### src/rtl/switch_cfg_reg_bank.sv
//==============================================================================
// Module      : switch_cfg_reg_bank
// Description : Configuration register bank for the chiplet switch. Holds the
//               per-outport dateline bits and the route lookup table, serves
//               round-robin arbitrated read/write requests from NUM_BUFFERS
//               ingress channels (one per cycle) and returns a registered
//               response with error status.
//               Optional build macro SWITCH_CFG_REG_BANK_LOCK_EN adds a sticky
//               write lock in control register bit 1.
// Revision    : 1.0 - initial release
//==============================================================================
`default_nettype none

module switch_cfg_reg_bank #(
   parameter  int NUM_BUFFERS  = 4,
   parameter  int NUM_OUTPORTS = 4,
   parameter  int TOTAL_NODES  = 8,
   parameter  int TABLE_SIZE   = 8,
   parameter  int DATA_W       = 32,
   localparam int NODE_W       = $clog2(TOTAL_NODES),
   localparam int PORT_W       = $clog2(NUM_OUTPORTS),
   localparam int ADDR_W       = $clog2(TABLE_SIZE + 2),
   localparam int CH_W         = $clog2(NUM_BUFFERS)
) (
   input  logic                          clk,
   input  logic                          n_rst,
   input  logic [NUM_BUFFERS-1:0]        cfg_valid,
   input  logic [NUM_BUFFERS-1:0]        cfg_we,
   input  logic [NUM_BUFFERS*ADDR_W-1:0] cfg_addr,
   input  logic [NUM_BUFFERS*DATA_W-1:0] cfg_wdata,
   output logic [NUM_BUFFERS-1:0]        cfg_ready,
   output logic                          rsp_valid,
   output logic [CH_W-1:0]               rsp_chan,
   output logic                          rsp_err,
   output logic [DATA_W-1:0]             rsp_rdata,
   input  logic                          rsp_ready,
   output logic [NUM_OUTPORTS-1:0]       dateline,
   output logic [TABLE_SIZE-1:0]         lut_valid,
   output logic [TABLE_SIZE*NODE_W-1:0]  lut_node,
   output logic [TABLE_SIZE*PORT_W-1:0]  lut_port
);

   localparam int LUT_IW  = (TABLE_SIZE > 1) ? $clog2(TABLE_SIZE) : 1;
   localparam int NODE_CW = NODE_W + 1;
   localparam int PORT_CW = PORT_W + 1;

   localparam logic [ADDR_W-1:0]  C_ADDR_LUT_LAST = ADDR_W'(TABLE_SIZE);
   localparam logic [ADDR_W-1:0]  C_ADDR_CTRL     = ADDR_W'(TABLE_SIZE + 1);
   localparam logic [NODE_CW-1:0] C_NODE_LIMIT    = NODE_CW'(TOTAL_NODES);
   localparam logic [PORT_CW-1:0] C_PORT_LIMIT    = PORT_CW'(NUM_OUTPORTS);
   localparam logic [CH_W-1:0]    C_LAST_CH       = CH_W'(NUM_BUFFERS - 1);

   logic [CH_W-1:0]         r_ptr;
   logic                    r_rsp_valid;
   logic [CH_W-1:0]         r_rsp_chan;
   logic                    r_rsp_err;
   logic [DATA_W-1:0]       r_rsp_rdata;
   logic [NUM_OUTPORTS-1:0] r_dateline;
   logic [TABLE_SIZE-1:0]   r_lut_valid;
   logic [NODE_W-1:0]       r_lut_node [TABLE_SIZE];
   logic [PORT_W-1:0]       r_lut_port [TABLE_SIZE];

   logic                    w_gnt_found;
   logic [CH_W-1:0]         w_gnt_idx;
   logic [CH_W-1:0]         w_cand;
   logic                    w_can_accept;
   logic                    w_accept;
   logic                    w_sel_we;
   logic [ADDR_W-1:0]       w_sel_addr;
   logic [DATA_W-1:0]       w_sel_wdata;
   logic [LUT_IW-1:0]       w_lut_idx;
   logic [NODE_W-1:0]       w_wnode;
   logic [PORT_W-1:0]       w_wport;
   logic                    w_wvld;
   logic                    w_is_dl;
   logic                    w_is_lut;
   logic                    w_is_ctrl;
   logic                    w_bad_addr;
   logic                    w_lut_bad;
   logic                    w_locked;
   logic                    w_err;
   logic                    w_do_write;
   logic [DATA_W-1:0]       w_rdata;
   logic                    w_unused;

   // Round-robin search starting at the pointer, wrapping upward; idle channels cost nothing
   always_comb begin
      w_gnt_found = 1'b0;
      w_gnt_idx   = '0;
      w_cand      = '0;
      for (int k = 0; k < NUM_BUFFERS; k++) begin
         w_cand = CH_W'((int'(r_ptr) + k) % NUM_BUFFERS);
         if (!w_gnt_found && cfg_valid[w_cand]) begin
            w_gnt_found = 1'b1;
            w_gnt_idx   = w_cand;
         end
      end
   end

   // Accept depends only on the response register and rsp_ready, never on cfg_valid
   assign w_can_accept = !r_rsp_valid || rsp_ready;
   assign w_accept     = w_can_accept && w_gnt_found;

   // One-hot ready for the granted channel and mux of its request fields
   always_comb begin
      cfg_ready   = '0;
      w_sel_we    = 1'b0;
      w_sel_addr  = '0;
      w_sel_wdata = '0;
      if (w_accept) cfg_ready[w_gnt_idx] = 1'b1;
      for (int i = 0; i < NUM_BUFFERS; i++) begin
         if (w_gnt_idx == CH_W'(i)) begin
            w_sel_we    = cfg_we[i];
            w_sel_addr  = cfg_addr[i*ADDR_W +: ADDR_W];
            w_sel_wdata = cfg_wdata[i*DATA_W +: DATA_W];
         end
      end
   end

   assign w_lut_idx  = LUT_IW'(w_sel_addr - 1'b1);
   assign w_wnode    = w_sel_wdata[NODE_W-1:0];
   assign w_wport    = w_sel_wdata[NODE_W+PORT_W-1:NODE_W];
   assign w_wvld     = w_sel_wdata[DATA_W-1];
   assign w_is_dl    = (w_sel_addr == '0);
   assign w_is_lut   = (w_sel_addr != '0) && (w_sel_addr <= C_ADDR_LUT_LAST);
   assign w_is_ctrl  = (w_sel_addr == C_ADDR_CTRL);
   assign w_bad_addr = (w_sel_addr > C_ADDR_CTRL);
   // A valid entry must point at a real outport and a real node
   assign w_lut_bad  = w_wvld && (({1'b0, w_wport} >= C_PORT_LIMIT) ||
                                  ({1'b0, w_wnode} >= C_NODE_LIMIT));
   assign w_err      = w_bad_addr || (w_sel_we && (w_locked || (w_is_lut && w_lut_bad)));
   assign w_do_write = w_accept && w_sel_we && !w_err;
   assign w_unused   = &{1'b0, w_sel_wdata};

`ifdef SWITCH_CFG_REG_BANK_LOCK_EN
   logic r_lock;

   // Sticky write lock, cleared only by reset
   always_ff @(posedge clk or negedge n_rst) begin
      if (!n_rst)                                        r_lock <= 1'b0;
      else if (w_do_write && w_is_ctrl && w_sel_wdata[1]) r_lock <= 1'b1;
   end

   assign w_locked = r_lock;
`else
   assign w_locked = 1'b0;
`endif

   // Readback of the addressed register with unused bits forced to zero
   always_comb begin
      w_rdata = '0;
      if (w_is_dl) begin
         w_rdata[NUM_OUTPORTS-1:0] = r_dateline;
      end else if (w_is_lut) begin
         w_rdata[DATA_W-1]                 = r_lut_valid[w_lut_idx];
         w_rdata[NODE_W+PORT_W-1:NODE_W]   = r_lut_port[w_lut_idx];
         w_rdata[NODE_W-1:0]               = r_lut_node[w_lut_idx];
      end
`ifdef SWITCH_CFG_REG_BANK_LOCK_EN
      if (w_is_ctrl) w_rdata[1] = r_lock;
`endif
   end

   // Configuration state: writes land on the accepting edge
   always_ff @(posedge clk or negedge n_rst) begin
      if (!n_rst) begin
         r_dateline  <= '0;
         r_lut_valid <= '0;
         for (int e = 0; e < TABLE_SIZE; e++) begin
            r_lut_node[e] <= '0;
            r_lut_port[e] <= '0;
         end
      end else if (w_do_write) begin
         if (w_is_dl) r_dateline <= w_sel_wdata[NUM_OUTPORTS-1:0];
         if (w_is_lut) begin
            r_lut_valid[w_lut_idx] <= w_wvld;
            r_lut_node[w_lut_idx]  <= w_wnode;
            r_lut_port[w_lut_idx]  <= w_wport;
         end
         if (w_is_ctrl && w_sel_wdata[0]) begin
            r_lut_valid <= '0;
            r_dateline  <= '0;
         end
      end
   end

   // Response register and round-robin pointer; a new accept may replace a consumed response
   always_ff @(posedge clk or negedge n_rst) begin
      if (!n_rst) begin
         r_ptr       <= '0;
         r_rsp_valid <= 1'b0;
         r_rsp_chan  <= '0;
         r_rsp_err   <= 1'b0;
         r_rsp_rdata <= '0;
      end else if (w_accept) begin
         r_ptr       <= (w_gnt_idx == C_LAST_CH) ? '0 : w_gnt_idx + 1'b1;
         r_rsp_valid <= 1'b1;
         r_rsp_chan  <= w_gnt_idx;
         r_rsp_err   <= w_err;
         r_rsp_rdata <= (w_sel_we || w_err) ? '0 : w_rdata;
      end else if (rsp_ready) begin
         r_rsp_valid <= 1'b0;
      end
   end

   assign rsp_valid = r_rsp_valid;
   assign rsp_chan  = r_rsp_chan;
   assign rsp_err   = r_rsp_err;
   assign rsp_rdata = r_rsp_rdata;
   assign dateline  = r_dateline;
   assign lut_valid = r_lut_valid;

   generate
      for (genvar g = 0; g < TABLE_SIZE; g++) begin : g_lut_out
         assign lut_node[g*NODE_W +: NODE_W] = r_lut_node[g];
         assign lut_port[g*PORT_W +: PORT_W] = r_lut_port[g];
      end
   endgenerate

endmodule

`default_nettype wire

### config.mk
export PLATFORM = sky130hd
export DESIGN_NAME = switch_cfg_reg_bank
export DESIGN_NICKNAME = d
export VERILOG_FILES = /design/src/rtl/switch_cfg_reg_bank.sv
export SDC_FILE = /design/constraint.sdc
export NUM_CORES = 1
export LEC_CHECK = 0
export BUFFER_PORTS_ARGS = -buffer_cell sky130_fd_sc_hd__buf_2
export CAP_MARGIN = 10
export CORE_MARGIN = 2
export CORE_UTILIZATION = 44
export DETAILED_ROUTE_END_ITERATION = 8
export MAX_ROUTING_LAYER = met4
export PLACE_DENSITY = 0.82
export SKIP_LAST_GASP = 1
export SLEW_MARGIN = 20
export SYNTH_ARGS = -nofsm -noshare
export SYNTH_HDL_FRONTEND = slang
export SYNTH_SLANG_ARGS = --single-unit
export TNS_END_PERCENT = 1
### constraint.sdc
create_clock -name clk -period 4.8 [get_ports clk]
set_clock_uncertainty 0.05 [all_clocks]
set_input_delay 0.48 -clock clk [delete_from_list [all_inputs] [get_ports clk]]
set_output_delay 0.48 -clock clk [all_outputs]
set_load 0.1 [all_outputs]
==> results of run 1 <==
## flip-flops by register name, summed over array words and instances, names as in the netlist
name / cells
lut_node: 24
rsp_err: 1
rsp_valid: 1
r_ptr: 2
rsp_rdata: 6
lut_valid: 8
dateline: 4
rsp_chan: 2
lut_port: 16
## worst paths after layout
| kind | endpoint | slack, ps | startpoint | cells past startpoint |
|---|---|---|---|---|
| worst min register to register | rsp_err$_DFFE_PN0P_ | 450 | rsp_err$_DFFE_PN0P_ | 2 |
| worst max register to register | lut_port[5]$_DFFE_PN0P_ | 530 | r_ptr[1]$_DFFE_PN0P_ | 14 |
| min in group clk | rsp_valid$_DFFE_PN0P_ | 370 | cfg_valid[2] | 3 |
| worst max-delay path | lut_port[5]$_DFFE_PN0P_ | 530 | r_ptr[1]$_DFFE_PN0P_ | 14 |
| worst min-delay path | rsp_rdata[0]$_DFFE_PN0P_ | 240 | n_rst | 2 |
| max in group asynchronous | lut_node[3]$_DFFE_PN0P_ | 3940 | n_rst | 2 |
## through the flow
stage | cell area (um^2) | utilization | setup WS [ps] | hold WS, ps | cells
4_1_cts | 4880 | 0.539 | 283 | 268 | 652
3_5_place_dp | 4660 | 0.514 | 120 | 422 | 637
5_1_grt | 4890 | 0.539 | 231 | 313 | 652
3_3_place_gp | 4660 | 0.514 | 316 | 409 | 637
2_1_floorplan | 4150 | - | 513 | 134 | 443
6_report | 4890 | 0.539 | 528 | 240 | 652
## metal layers
layer	track usage	share of wire
met2	0.384	0.47
met5	-	0
met1	0.316	0.42
met4	0.111	0.034
met3	0.0446	0.076
## critical path: cells and delay by family, from the launching register on
family | cells | cell delay, ps
buffers and inverters | 4 | 730
DFF | 1 | 420
muxes | 1 | 380
and+or+nand+nor | 2 | 650
AOI/OAI and AO/OA | 4 | 1020
xor gates and xnor gates | 1 | 190
adders and majority gates | 2 | 710
## cell families after synthesis
kind of cell	count (synthesis)	share of synthesized area
simple gates	141	0.200
fa+ha+maj	6	0.0185
buf+inv	58	0.0831
flops	64	0.395
mux	36	0.0973
compound gates	110	0.196
other cells	1	0.000926
xor+xnor	2	0.00896
## cells in the mapped netlist (4+ instances only)
master	n	area [um^2]
dfrtp_1	64	1600
mux2_2	21	236
and2_1	8	50.1
o22ai_1	6	37.5
nor4_4	4	85.1
buf_2	5	25.0
nand2_1	53	199
o21a_1	5	37.5
clkbuf_1	8	30.0
inv_1	14	52.6
ha_1	6	75.1
a21o_1	5	37.5
buf_4	30	225
a221oi_1	5	43.8
o21ai_0	12	60.1
nor3_1	6	30.0
a31oi_1	5	31.3
o31ai_1	4	30.0
a211oi_1	5	37.5
mux2i_1	12	120
a21oi_1	29	145
nor2b_1	9	56.3
a32oi_1	6	52.6
nor2_1	21	78.8
nand3_1	11	55.1
## cell type report
| cell class | instances | area share |
|---|---|---|
| Multi-Input combinational cell | 321 | 0.453 |
| Sequential cell | 64 | 0.328 |
| Timing Repair Buffer | 127 | 0.136 |
| Tap cell | 111 | 0.0284 |
| Clock buffer | 10 | 0.0282 |
| Clock inverter | 5 | 0.0166 |
| Inverter | 14 | 0.0108 |
## what timing repair did
| item | in CTS | in global routing |
|---|---|---|
| endpoints found under the setup margin | 0 | 2 |
| gates resized for setup | 0 | 1 |
| hold buffers | 0 | 0 |
==> flow_summary.json, run 1 <==
{
  "via_per_inst": 5.66,
  "synth-edff-count": 0,
  "grt_pass1_vias": 3503,
  "clk_pin_slew_worst_paths_ps": 70,
  "core_mm2": 0.00906,
  "slew_viol_final": 0,
  "cp_common_cell": "inv_1",
  "post-cts-setup-buffers": 0,
  "relSlewSlack": 0.348,
  "finalHoldViolCount": 0,
  "drt_wl_total_um": 11700,
  "worstPathArrival_ps": 4460,
  "synthArstFlopShare": 1.00,
  "wire_per_inst_um": 17.9,
  "ys_seq_area_frac": 0.395,
  "slowest_delay_ps": 520,
  "num_antenna_cells": 0,
  "regArea_mm2": 0.00160,
  "grt_pass1_wl_um": 18300,
  "multiInputGateArea_mm2": 0.00221,
  "cp-start-kind": "register",
  "cts_buffers": 9,
  "grt.total_usage": 0.246,
  "layout-drive-gt1-share": 0.353,
  "period_needed_ps": 4270,
  "grt.overflow.total": 0,
  "antenna_found_initial": 0,
  "die-area_mm2": 0.00999,
  "netlist_area_mm2": 0.00405,
  "place_congestion": 0.947,
  "cts_sinks": 64,
  "areaGrowthSynthToFinish_pct": 20.6,
  "worst_slew_pin_slew_ps": 972,
  "first_iter_violations": 353,
  "fp-row-count": 35,
  "max_cap_violations": 0,
  "vias": 3689,
  "cts_buffer_depth": 2,
  "syn_inst": 418,
  "ant_nets": 0,
  "finalSetupTns_ps": 0,
  "critPathCaptureType": "register",
  "grt_setup_unrepaired": "false",
  "min_path_type": "primary input to asynchronous set/reset pin",
  "final_cell_mix": "116 x buf_2, 64 x dfrtp_1, 53 x nand2_1",
  "ios": 247,
  "num-fill-cells": 813,
  "synth-main-ff-cell": "dfrtp_1",
  "dr.pass1.iters": 7,
  "cts_tree": "built",
  "required_ps": 4990,
  "path_cells": "nand2b_1, a21oi_1, a211oi_2, inv_1, ha_1, a211oi_1, a211oi_2, inv_1, ha_1, inv_1, xnor2_4, buf_4, nor4_4, mux2_1",
  "final_common_cell": "buf_2",
  "synth_seq_cells": 64,
  "status": "finished clean",
  "crit_fanout": 27,
  "max_freq_mhz": 234,
  "fp.dieH_um": 100,
  "insertion_delay_ps": 350,
  "cts_max_level": 3,
  "grt_max_degree": 65,
  "drcViolationCount": 0,
  "syn_area_per_cell_um2": 9.69,
  "ys_types": 65,
  "initial_utilization": 0.447,
  "setup_viol": 0,
  "die_w_um": 100,
  "io_buffers": 116,
  "fin_nets": 698,
  "path_class": "register to register",
  "period_share": 0.890,
  "ys_warn_count": 0,
  "root_buffer": "clkbuf_8",
  "dp_hpwl_um": 8600,
  "crit_slowest_cell": "nor4_4"
}
Power of run 1 is not shown: default switching activity piles up to over one toggle a cycle in this logic, so the estimate is an artifact.
==> run 2, diff against run 1 <==
--- a/config.mk
+++ b/config.mk
@@ -10,4 +10,5 @@
 export CORE_MARGIN = 2
 export CORE_UTILIZATION = 44
+export CTS_BUF_LIST = sky130_fd_sc_hd__clkbuf_4 sky130_fd_sc_hd__clkbuf_8 sky130_fd_sc_hd__clkbuf_16
 export DETAILED_ROUTE_END_ITERATION = 8
 export MAX_ROUTING_LAYER = met4
==> constraint.sdc (replaced) <==
create_clock -name clk -period 4.8 [get_ports clk]
set_clock_uncertainty 0.05 [all_clocks]
set_input_delay 1.2 -clock clk [delete_from_list [all_inputs] [get_ports clk]]
set_output_delay 1.2 -clock clk [all_outputs]
set_load 0.1 [all_outputs]
==> flow_summary.json, run 2 (synthesis gave the netlist of run 1 again) <==
{
  "dpl.cell_count": 659,
  "cts_resized": 0,
  "fp.dieH_um": 100,
  "setup_viol": 0,
  "insertion_delay_ps": 350,
  "worst_slew_pin_slew_ps": 990,
  "via_per_inst": 5.67,
  "fin_cells": 675,
  "fp-row-count": 35,
  "slew_viol_final": 0,
  "vias": 3825,
  "cp-start-kind": "primary input",
  "areaGrowthSynthToFinish_pct": 25.3,
  "cts_buffers": 9,
  "grt_pass1_wl_um": 19100,
  "initial_utilization": 0.447,
  "clk_pin_slew_worst_paths_ps": 70,
  "slowest_delay_ps": 540,
  "path_class": "primary input to register",
  "dr.pass1.iters": 6,
  "min_path_type": "register to register",
  "finalHoldViolCount": 0,
  "critPathCaptureType": "register",
  "required_ps": 4990,
  "grt_max_degree": 38,
  "drcViolationCount": 0,
  "place_congestion": 0.968,
  "cts_hold_buffers": 0,
  "r2r_start": "r_ptr[0]$_DFFE_PN0P_",
  "status": "finished clean",
  "grt.total_usage": 0.252,
  "core_mm2": 0.00906,
  "grt.overflow.total": 0,
  "cp-startpoint": "cfg_valid[0]",
  "die-area_mm2": 0.00999,
  "crit_family": "simple AND/OR/NAND/NOR gates",
  "final_cell_area_mm2": 0.00508,
  "worstHoldStart": "rsp_err$_DFFE_PN0P_",
  "largest_register_ffs": 24,
  "first_iter_violations": 446,
  "ant_nets": 0,
  "final_util": 0.560,
  "crit_fanout": 11,
  "max_freq_mhz": 223,
  "dp_hpwl_um": 9060,
  "period_needed_ps": 4480,
  "path_cells": "buf_2, or2_2, o311ai_0, o21a_1, inv_1, ha_1, a211oi_1, a211oi_2, buf_4, ha_1, buf_4, nand2b_1, nor4_4, mux2_2",
  "root_buffer": "clkbuf_8",
  "cts_max_level": 3,
  "drt_wl_total_um": 12100,
  "worstPathArrival_ps": 4670,
  "final_common_cell": "buf_2",
  "period_share": 0.934,
  "crit_slowest_cell": "nor4_4",
  "max_cap_violations": 0,
  "antenna_found_initial": 0,
  "cts_tree": "built",
  "relSlewSlack": 0.340,
  "layout-drive-gt1-share": 0.379,
  "cts_sinks": 64,
  "die_w_um": 100,
  "fin_nets": 720,
  "num_antenna_cells": 0,
  "grt_setup_unrepaired": "false",
  "final_cell_mix": "115 x buf_2, 64 x dfrtp_1, 53 x nand2_1",
  "wire_per_inst_um": 18.0,
  "cts_buffer_depth": 2,
  "io_buffers": 116,
  "grt_pass1_vias": 3693,
  "ios": 247,
  "post-cts-setup-buffers": 0,
  "dpl-instance-area_mm2": 0.00487,
  "path_buf_inv": 4
}
[run 2: area by class of cell]
class / count / area [um^2]
clock inverter: 6 / 66.3
multi-input combinational: 321 / 2210
tap: 111 / 139
clock buffer: 10 / 138
fill: 793 / 3990
sequential: 64 / 1600
inverter: 14 / 52.6
timing repair buffer: 149 / 868
[run 2: tightest hold or removal path: stages (launching register included)]
cell and delay, ps:
dfrtp_1 340, nand2_1 60, nand2_1 60
[run 2: layer usage]
layer / vias to the layer above / routed length, um / GRT usage
li1: 1754 / - / -
met2: 223 / 5960 / 0.413
met3: 32 / 1020 / 0.0515
met4: 0 / 278 / 0.0885
met1: 1816 / 4880 / 0.313
met5: - / 0 / -
[run 2: worst paths after layout]
| check | cells past startpoint | slack [ps] | to |
|---|---|---|---|
| max | 14 | 320 | lut_port[1]$_DFFE_PN0P_ |
| min | 2 | 440 | rsp_err$_DFFE_PN0P_ |
| max reg2reg | 13 | 890 | lut_port[1]$_DFFE_PN0P_ |
| min reg2reg | 2 | 440 | rsp_err$_DFFE_PN0P_ |
| max in group asynchronous | 2 | 2980 | lut_port[9]$_DFFE_PN0P_ |
| min in group asynchronous | 1 | 800 | rsp_rdata[0]$_DFFE_PN0P_ |
[run 2: stage by stage]
step | TNS [ps] | setup slack (ps) | hold slack [ps]
after floorplan | 0 | 147 | 474
after global placement | 0 | 52.3 | 410
after detailed placement | -31.0 | -31.0 | 420
after CTS | 0 | 337 | 436
after global routing | 0 | 170 | 464
final | 0 | 317 | 438
Power of run 2 is left out for the same reason.
